## config.mk

```make
export PLATFORM = sky130hd
export DESIGN_NAME = mux_scan_ctrl
export DESIGN_NICKNAME = d
export VERILOG_FILES = /design/src/rtl/mux_scan_ctrl.sv
export SDC_FILE = /design/constraint.sdc
export NUM_CORES = 1
export LEC_CHECK = 0
export BUFFER_PORTS_ARGS = -buffer_cell sky130_fd_sc_hd__clkbuf_2
export CORE_MARGIN = 2
export CORE_UTILIZATION = 54
export CTS_CLUSTER_SIZE = 24
export DETAILED_ROUTE_END_ITERATION = 8
export PLACE_DENSITY = 0.76
export SETUP_SLACK_MARGIN = 0.4
export SLEW_MARGIN = 20
export SYNTH_ARGS = -nofsm -noshare
export SYNTH_HDL_FRONTEND = slang
export SYNTH_SLANG_ARGS = --single-unit
```

## constraint.sdc

```tcl
create_clock -name clk -period 2.1 [get_ports clk]
set_input_delay 0.315 -clock clk [delete_from_list [all_inputs] [get_ports clk]]
set_output_delay 0.315 -clock clk [all_outputs]
set_load 0.005 [all_outputs]
```

## src/rtl/mux_scan_ctrl.sv

```systemverilog
// rtl/mux_scan_ctrl.sv - sequencer that walks an 8:1 mux select and captures one bit per enabled channel
module mux_scan_ctrl #(
    parameter int DWELL = 2,
    parameter int CNT_W = 8
) (
    input  logic       clk,
    input  logic       rst_n,
    input  logic       start,
    input  logic [7:0] mask,
    input  logic       mux_out,
    output logic [2:0] sel,
    output logic [7:0] frame,
    output logic       frame_valid,
    input  logic       frame_ready,
    output logic       busy
);

    localparam logic [1:0] S_IDLE = 2'd0;
    localparam logic [1:0] S_SCAN = 2'd1;
    localparam logic [1:0] S_DONE = 2'd2;

    localparam logic [CNT_W-1:0] CNT_RELOAD = CNT_W'(DWELL - 1);
    localparam logic [CNT_W-1:0] CNT_ONE    = CNT_W'(1);

    logic [1:0]       state;
    logic [7:0]       mask_q;
    logic [CNT_W-1:0] cnt;

    logic [2:0]       first_ch;
    logic [2:0]       next_ch;
    logic             next_found;

    // Lowest enabled channel of the incoming mask, used on the accepted start.
    always_comb begin
        first_ch = 3'd0;
        for (int i = 7; i >= 0; i--) begin
            if (mask[i]) begin
                first_ch = 3'(i);
            end
        end
    end

    // Next enabled channel strictly above the current one; no wrap-around.
    always_comb begin
        next_ch    = 3'd0;
        next_found = 1'b0;
        for (int i = 7; i >= 0; i--) begin
            if (mask_q[i] && (i > int'(sel))) begin
                next_ch    = 3'(i);
                next_found = 1'b1;
            end
        end
    end

    always_ff @(posedge clk) begin
        if (!rst_n) begin
            state       <= S_IDLE;
            sel         <= 3'd0;
            frame       <= 8'd0;
            frame_valid <= 1'b0;
            busy        <= 1'b0;
            mask_q      <= 8'd0;
            cnt         <= '0;
        end else begin
            case (state)
                S_IDLE: begin
                    sel <= 3'd0;
                    if (start) begin
                        mask_q <= mask;
                        frame  <= 8'd0;
                        busy   <= 1'b1;
                        if (mask == 8'd0) begin
                            state       <= S_DONE;
                            frame_valid <= 1'b1;
                        end else begin
                            state <= S_SCAN;
                            sel   <= first_ch;
                            cnt   <= CNT_RELOAD;
                        end
                    end
                end
                S_SCAN: begin
                    if (cnt != '0) begin
                        cnt <= cnt - CNT_ONE;
                    end else begin
                        // Last dwell cycle of this channel: mux_out reflects the current sel.
                        frame[sel] <= mux_out;
                        if (next_found) begin
                            sel <= next_ch;
                            cnt <= CNT_RELOAD;
                        end else begin
                            state       <= S_DONE;
                            sel         <= 3'd0;
                            frame_valid <= 1'b1;
                        end
                    end
                end
                S_DONE: begin
                    if (frame_ready) begin
                        state       <= S_IDLE;
                        frame_valid <= 1'b0;
                        busy        <= 1'b0;
                    end
                end
                default: begin
                    state       <= S_IDLE;
                    sel         <= 3'd0;
                    frame_valid <= 1'b0;
                    busy        <= 1'b0;
                end
            endcase
        end
    end

endmodule

```

==> flow_summary.ini <==
[outcome]
outcome = completed

[placement]
placed_area_um2 = 1970
port_buffers = 25
dp_slack_ps = 246
dp_cells = 286
dp_hpwl_um = 3030
gp_congestion = 0.881

[drt]
drtAntennaViolNets = 0
first_pass_iters = 4
post-route-drc-count = 0
drtIter0Drc = 121
drt-vias-per-instance = 5.65
routedWlPerCell_um = 14.4
wl_um = 4340
vias = 1707

[final_layout]
final_util_pct = 71.5
instances_no_fill = 302
drive_above_1_share_pct = 30.6
n_antenna_cell = 0
syn2layout_area_growth_pct = 23.1
final_cell_area_um2 = 2220
final_nets = 272

[setup_path]
end_kind = flop
worstSetupStartpointType = flop
critical_path_class = reg -> reg
cp.arrival_ps = 1970
crit_fanout = 4
cp.required_ps = 2330

[global_routing]
grt_overflow = 0
grt_pass1_wl_um = 7010
grt_pass1_vias = 1543
grt_max_degree = 23
track_usage_pct = 24.7
antenna_found_initial = 0

[synth]
async_flop_share_pct = 0
syn_avg_cell_area_um2 = 8.05
synth_fp_nets = 239
synth_area_leader_cell = dfxtp_1
ys.flop_type = dfxtp_1
ys_seq_area_share_pct = 33.3
syn_area_um2 = 1800
ys_seq_elements = 30
synth_area_leaders = dfxtp_1 33%, nand2_1 9.8%, a21boi_0 2.9%
yosysWarnings = 0
synth_enable_flop_cells = 0
netlist_instances = 224
yosys.area.top_type_share_pct = 33.3
synth.most_common_cell = nand2_1
netlist_top_cells_count = 47 x nand2_1, 30 x dfxtp_1, 12 x nor2_1, 10 x inv_1, 9 x o21ai_0
ys_types = 56

[timing]
timing.setup.tns_ps = 0
period_minus_slack_ps = 1750
slew_violations = 0
slew_headroom_pct = 66.7
rsz0062_at_grt = true
skew_ps = 7.91
setup_violations = 0
fin_crit_sh_pct = 83.1
hold_violations = 0
hold_slack_ps = 226
tightest_slew_ps = 493
fmax_mhz = 573
setup_ws_ps = 355

[floorplan]
die_h_um = 61.8
initial_core_util_pct = 58.1
core_area_um2 = 3100
ios = 26
die_area_um2 = 3820
placementRows = 20
dieWidth_um = 61.8

[pwr]
total_power_mw = 2.82
peakVddDrop_v = 0.000861
leakagePower_nw = 0.894
cellPowerDensity_nw_per_um2 = 1270

[run]
cap_violations = 0

[clock_tree]
cts_buffers = 5
clock_latency_ps = 340
clkSinkCount = 30
cts_tree = done
clockBufferDepth = 2
root_buffer = clkbuf_4
holdBufCountCts = 0
cts_max_level = 2
clkTransAtPathRegs_ps = 100

[min_path]
hold_class = in -> reg
repair_timing:
action / CTS / global route
resized for setup: 7 / 29
buffers inserted: 0 / 8
pin swaps: 1 / 8
endpoints found under the setup margin: 14 / 19
per-layer routing:
| metal | vias to the layer above | share of wire [%] | GRT usage, % |
|---|---|---|---|
| li1 | 872 | - | - |
| met1 | 795 | 47 | 33.5 |
| met2 | 35 | 48 | 38.8 |
| met3 | 5 | 3.6 | 6.21 |
| met4 | 0 | 0.97 | 7.60 |
| met5 | - | 0 | 0 |
kinds of logic after synthesis:
family          count (synthesis)  synth area share, %
mux                             5                 3.12
compound gates                 64                 26.3
flops                          30                 33.3
xor+xnor                        1                0.486
simple gates                  101                 30.7
buf+inv                        21                 4.72
fa+ha+maj                       2                 1.39
state kept, by name, summed over array words and instances (netlist names):
register,cells
busy,1
cnt,8
frame,8
frame_valid,1
mask_q,7
sel,3
state,2
layout make-up:
cell class                 instances  area, um2
sequential                        30        618
inverter                          10       42.5
tap                               44       55.1
timing repair buffer              37        231
fill                             272        883
multi-input combinational        173       1210
clock buffer                       7       55.1
clock inverter                     1       5.00
where the power goes:
part | switching [mW] | internal, mW | total (mW)
clock network | 0.210 | 0.162 | 0.372
logic | 0.804 | 0.731 | 1.54
registers | 0.209 | 0.703 | 0.912
final timing paths:
kind | from | slack [ps] | cells after the start | endpoint
worst max register to register | cnt[1]$_SDFFE_PN0P_ | 350 | 7 | frame_valid$_SDFFE_PN0P_
worst min-delay path | mux_out | 230 | 3 | frame[7]$_SDFFE_PN0P_
worst min register to register | frame[3]$_SDFFE_PN0P_ | 480 | 2 | frame[3]$_SDFFE_PN0P_
worst max-delay path | cnt[1]$_SDFFE_PN0P_ | 350 | 7 | frame_valid$_SDFFE_PN0P_
critical path: stages, from the launching register on:
cell and delay, ps:
dfxtp_4 380, inv_4 70, ha_4 130, nor3b_4 290
a21oi_2 110, buf_6 140, nor3_4 200, mux2_4 320
cells in the final DEF (no fill, tap or decap), types with 5 or more instances in the layout:
cell and n:
a21boi_0 7, a31oi_1 5, a32o_1 5, buf_4 10
clkbuf_2 25, clkbuf_4 5, dfxtp_1 24, inv_1 8
nand2_1 45, nand3_1 5, nor2_1 12, nor2b_1 7
o21ai_0 7, o21ai_1 6
Power figures use the tool's default switching activity.
